`config.mk`:
```
export PLATFORM = sky130hd
export DESIGN_NAME = rf_issue_scoreboard
export DESIGN_NICKNAME = d
export VERILOG_FILES = /design/src/rtl/rf_issue_scoreboard.sv
export SDC_FILE = /design/constraint.sdc
export NUM_CORES = 1
export LEC_CHECK = 0
export CORE_AREA = 2 2 102 153
export DETAILED_ROUTE_END_ITERATION = 12
export DIE_AREA = 0 0 104 155
export PLACE_DENSITY = 0.81
export SYNTH_ARGS = -nofsm -noshare
export SYNTH_HDL_FRONTEND = slang
export SYNTH_SLANG_ARGS = --single-unit
```
`constraint.sdc`:
```
create_clock -name clk -period 8.54 [get_ports clk]
set_input_delay 1.708 -clock clk [delete_from_list [all_inputs] [get_ports clk]]
set_output_delay 1.708 -clock clk [all_outputs]
set_load 0.05 [all_outputs]
```
`src/rtl/rf_issue_scoreboard.sv`:
```
// Register-file issue scoreboard for a 2-wide in-order pipeline: tracks busy
// destinations, gates dual/single issue on RAW/WAW hazards and drains on flush.
module rf_issue_scoreboard #(
    parameter int NREG  = 32,
    parameter int RS    = 5,
    parameter int CNT_W = 32
) (
    input  logic                 clk,
    input  logic                 rst,
    input  logic [1:0]           i_slot_valid,
    input  logic [1:0][RS-1:0]   i_slot_rs1,
    input  logic [1:0][RS-1:0]   i_slot_rs2,
    input  logic [1:0][RS-1:0]   i_slot_rd,
    input  logic [1:0]           i_slot_we,
    input  logic                 i_issue_ready,
    input  logic [1:0]           i_wb_valid,
    input  logic [1:0][RS-1:0]   i_wb_rd,
    input  logic                 i_flush,
    output logic [1:0]           o_issue,
    output logic [NREG-1:0]      o_busy_vec,
    output logic                 o_draining,
    output logic                 o_wb_err,
    output logic [CNT_W-1:0]     o_stall_cnt,
    output logic [CNT_W-1:0]     o_dual_cnt
);

    typedef enum logic {
        ST_RUN   = 1'b0,
        ST_DRAIN = 1'b1
    } state_t;

    state_t             r_state;
    state_t             w_state_nxt;
    logic [NREG-1:0]    r_busy;
    logic               r_wb_err;
    logic [CNT_W-1:0]   r_stall_cnt;
    logic [CNT_W-1:0]   r_dual_cnt;

    logic [NREG-1:0]    w_wb_clr;
    logic [NREG-1:0]    w_eff_busy;
    logic [NREG-1:0]    w_set;
    logic [NREG-1:0]    w_busy_nxt;
    logic [1:0]         w_slot_ok;
    logic               w_pair_ok;
    logic               w_err_now;
    logic [1:0]         w_issue;

    // Writebacks landing this cycle unblock readers in the same cycle.
    always_comb begin
        w_wb_clr  = '0;
        w_err_now = 1'b0;
        for (int i = 0; i < 2; i++) begin
            if (i_wb_valid[i]) begin
                w_wb_clr[i_wb_rd[i]] = 1'b1;
                if (!r_busy[i_wb_rd[i]]) w_err_now = 1'b1;
            end
        end
        if ((&i_wb_valid) && (i_wb_rd[0] == i_wb_rd[1]) && (i_wb_rd[0] != '0))
            w_err_now = 1'b1;
        w_eff_busy    = r_busy & ~w_wb_clr;
        w_eff_busy[0] = 1'b0;
    end

    always_comb begin
        w_slot_ok = '0;
        for (int s = 0; s < 2; s++) begin
            w_slot_ok[s] = !w_eff_busy[i_slot_rs1[s]] && !w_eff_busy[i_slot_rs2[s]] &&
                           !(i_slot_we[s] && (i_slot_rd[s] != '0) && w_eff_busy[i_slot_rd[s]]);
        end
        w_pair_ok = 1'b1;
        if (i_slot_we[0] && (i_slot_rd[0] != '0)) begin
            if ((i_slot_rs1[1] == i_slot_rd[0]) || (i_slot_rs2[1] == i_slot_rd[0]))
                w_pair_ok = 1'b0;
            if (i_slot_we[1] && (i_slot_rd[1] == i_slot_rd[0]))
                w_pair_ok = 1'b0;
        end
    end

    always_comb begin
        w_issue    = '0;
        w_issue[0] = !rst && (r_state == ST_RUN) && i_slot_valid[0] && i_issue_ready &&
                     !i_flush && w_slot_ok[0];
        w_issue[1] = w_issue[0] && i_slot_valid[1] && w_slot_ok[1] && w_pair_ok;
    end

    // Set after clear so a same-cycle reissue to a retiring register stays busy.
    always_comb begin
        w_set = '0;
        for (int s = 0; s < 2; s++) begin
            if (w_issue[s] && i_slot_we[s] && (i_slot_rd[s] != '0))
                w_set[i_slot_rd[s]] = 1'b1;
        end
        w_busy_nxt    = (r_busy & ~w_wb_clr) | w_set;
        w_busy_nxt[0] = 1'b0;
    end

    always_comb begin
        w_state_nxt = r_state;
        case (r_state)
            ST_RUN:   if (i_flush) w_state_nxt = ST_DRAIN;
            ST_DRAIN: if (w_busy_nxt == '0) w_state_nxt = ST_RUN;
            default:  w_state_nxt = ST_RUN;
        endcase
    end

    always_ff @(posedge clk or posedge rst) begin
        if (rst) begin
            r_state     <= ST_RUN;
            r_busy      <= '0;
            r_wb_err    <= 1'b0;
            r_stall_cnt <= '0;
            r_dual_cnt  <= '0;
        end else begin
            r_state  <= w_state_nxt;
            r_busy   <= w_busy_nxt;
            r_wb_err <= r_wb_err | w_err_now;
            if (i_slot_valid[0] && !w_issue[0]) r_stall_cnt <= r_stall_cnt + CNT_W'(1);
            if (&w_issue)                       r_dual_cnt  <= r_dual_cnt + CNT_W'(1);
        end
    end

    assign o_issue     = w_issue;
    assign o_busy_vec  = r_busy;
    assign o_draining  = (r_state == ST_DRAIN);
    assign o_wb_err    = r_wb_err;
    assign o_stall_cnt = r_stall_cnt;
    assign o_dual_cnt  = r_dual_cnt;

endmodule
```
==> out/metrics.yaml <==
port_buffers: 148
switching_share_pct: 38.3
p_leak_nw: 3.67
crit_buf_inv: 2
grt_max_degree: 63
slew_headroom_pct: 29.0
pin_count: 150
switchingPower_uw: 525
layout-drive-gt1-share_pct: 13.0
grt-ovfl-total: 0
post_cts_buffers: 0
routedWlPerCell_microns: 26.8
hold_class: "reg -> reg"
insertion_delay_ps: 340
p_int_uw: 846
place_congestion: 1.05
ys_types: 83
hold_violations: 0
grt_pass1_vias: 7864
die_x_microns: 104
dieArea_sq_um: 16100
worst_path_most_repeated_cell: "clkdlybuf4s50_1"
dp.cells: 1131
rows: 55
syn_area_sq_um: 7780
layout.nets: 995
crit_arrival_ps: 6090
cp_data_required_time_ps: 6830
slew_viol_final: 0
cts_resized: 0
synth_flop_cell: "dfrtp_1"
syn-num-nets: 868
nFillCells: 1288
ff_latch_area_sq_um: 2430
pre_cts_ws_ps: 804
cp_max_fo: 14
cts_tree: "yes"
cts_made_buffers: 9
post-route-cell-area_sq_um: 9680
p_per_area_nw_per_um2: 142
cts.path.max_buffers: 2
worstMarginPinSlew_ps: 1060
ys_ff_latch: 97
hold_buffers: 0
cts_sinks: 97
crit_family: "buffers and inverters"
critPathKind: "in -> out"
yosysWarningCount: 0
multi_input_area_sq_um: 4950
syn2layout_area_growth_pct: 24.4
grt_pass1_wl_microns: 46400
period_minus_slack_ps: 7800
hpwl_microns: 22400
clock-root-buffer: "clkbuf_16"
drcViolationCount: 0
hold-worst-slack_ps: 481
crit_cells: 10
final_util_pct: 65.1
crit_chain: "clkdlybuf4s50_1 -> or2_1 -> o221ai_1 -> mux4_2 -> a211oi_1 -> or4_1 -> nor2_1 -> nand4_1 -> nor2_4 -> clkdlybuf4s50_1"
avgSynthCellArea_sq_um: 9.53
drv_cap: 0
cts.htree.levels: 3
yosysSeqAreaShare_pct: 31.2
status: "completed"
pwr-share-comb_pct: 32.4
power_mw: 1.37
vias: 8006
grt_antenna_before_repair: 0
postRouteAntennaNets: 0
coreArea_sq_um: 14900
wirelength_microns: 30800
pwr-share-clk_pct: 28.5
fin_skew_ps: 7.49
max-vdd-ir-drop_v: 0.000174
die_h_microns: 155
initial_core_util_pct: 52.3
stdcell_count: 1146
diodes: 0
slowest_stage: "o221ai_1"
path_clk_slew_ps: 70
hold_depth: 1
layout_setup_ws_ps: 741
max_stage_delay_ps: 880
syn_inst: 816
power_frac_seq_pct: 39.1
placed_cell_area_sq_um: 9390
end_kind: "output pin"
ys_async_sr_fraction_pct: 100
dr.pass1.iters: 8
via_per_inst: 6.99
finalSetupViolCount: 0
fmax_mhz: 128
startpoint_type: "primary input"
finalCritPeriodShare_pct: 91.3
rsz0062_at_grt: "false"
synth_edf_count: 0
tns_ps: 0
rr_worst_depth: 11
gr-usage-all-layers_pct: 37.4
drt_iter0_markers: 966
-- power groups by stage --
stage	clock network [mW]	registers [mW]	logic, mW
floorplan	0	0.625	0.187
finish	0.391	0.536	0.445
global route	0.418	0.539	0.463
CTS	0.397	0.534	0.437
global placement	0	0.541	0.431
detailed placement	0	0.542	0.432
-- worst reg2reg max path, stage by stage, from the launching register on --
cell	delay, ps
dfrtp_1	550
o221ai_1	390
a22oi_1	270
o211ai_1	110
or4_1	540
or4_4	570
nand4_4	180
nor2_2	140
nand2_1	270
o221ai_1	280
nor4_1	610
a31oi_1	170
-- flip-flops by register name, summed over array words and instances (netlist names) --
signal,count
o_dual_cnt,32
o_stall_cnt,32
o_busy_vec,31
o_draining,1
o_wb_err,1
-- synth_stat cells (8+ instances only) --
cell type | instances | area share (%)
o221ai_1 | 36 | 4.1
xnor2_1 | 58 | 6.5
a21oi_1 | 9 | 0.58
and4_1 | 9 | 1.0
o2111ai_1 | 9 | 1.0
inv_1 | 28 | 1.4
buf_4 | 10 | 0.96
nor2b_1 | 8 | 0.64
nand3b_1 | 8 | 0.77
nor4_1 | 13 | 1.0
nand3_1 | 31 | 2.0
nand4_1 | 27 | 2.2
nand2_1 | 57 | 2.8
mux2i_1 | 16 | 2.1
o221ai_2 | 15 | 2.9
nor3_1 | 17 | 1.1
buf_2 | 9 | 0.58
dfrtp_1 | 97 | 31
o21ai_0 | 19 | 1.2
nand2b_1 | 14 | 1.1
buf_1 | 14 | 0.68
clkbuf_1 | 17 | 0.82
a32oi_1 | 8 | 0.90
and3_1 | 10 | 0.80
xor2_1 | 25 | 2.8
a31oi_1 | 13 | 1.0
nor2_1 | 54 | 2.6
o22ai_1 | 15 | 1.2
mux4_2 | 22 | 6.4
-- cell type report --
| class | count | share of cell area, % |
|---|---|---|
| Clock inverter | 6 | 0.646 |
| Tap cell | 199 | 2.57 |
| Multi-Input combinational cell | 635 | 51.1 |
| Sequential cell | 97 | 25.1 |
| Inverter | 29 | 1.15 |
| Clock buffer | 9 | 2.33 |
| Timing Repair Buffer | 171 | 17.1 |
-- metal layers --
layer / routed length (microns) / vias up / global-route usage, %
met4: 2500 / 0 / 27.0
met3: 2940 / 173 / 7.75
li1: - / 3429 / -
met2: 14400 / 610 / 61.8
met5: 0 / - / 0
met1: 11000 / 3794 / 43.1
-- path summary, 6_finish.rpt --
check | startpoint | to | slack [ps]
min reg2reg | o_stall_cnt[31] | o_stall_cnt[31] | 480
min in group asynchronous | rst | o_stall_cnt[25] | 1760
max reg2reg | o_busy_vec[27] | o_draining | 4320
min | o_stall_cnt[31] | o_stall_cnt[31] | 480
max | i_wb_rd[6] | o_issue[1] | 740
max in group asynchronous | rst | o_dual_cnt[28] | 5630
-- kinds of logic after synthesis --
group | count (synthesis) | synth area share [%]
simple gates | 315 | 24.4
compound gates | 189 | 20.1
flops | 97 | 31.2
buf+inv | 84 | 5.16
xor+xnor | 83 | 9.34
mux | 45 | 9.44
fa+ha+maj | 2 | 0.322
other cells | 1 | 0.0482
-- layout by cell type (no fill, tap or decap), types with 19 or more instances in the layout --
cell and instances:
o21ai_0 19, inv_1 27, mux4_2 22, nand3_1 31
dfrtp_1 97, clkdlybuf4s50_1 148, xor2_1 25, buf_4 23
o221ai_1 36, nand2_1 57, xnor2_1 58, nand4_1 27
nor2_1 54
Note: power is estimated with default switching activity, not from simulation.
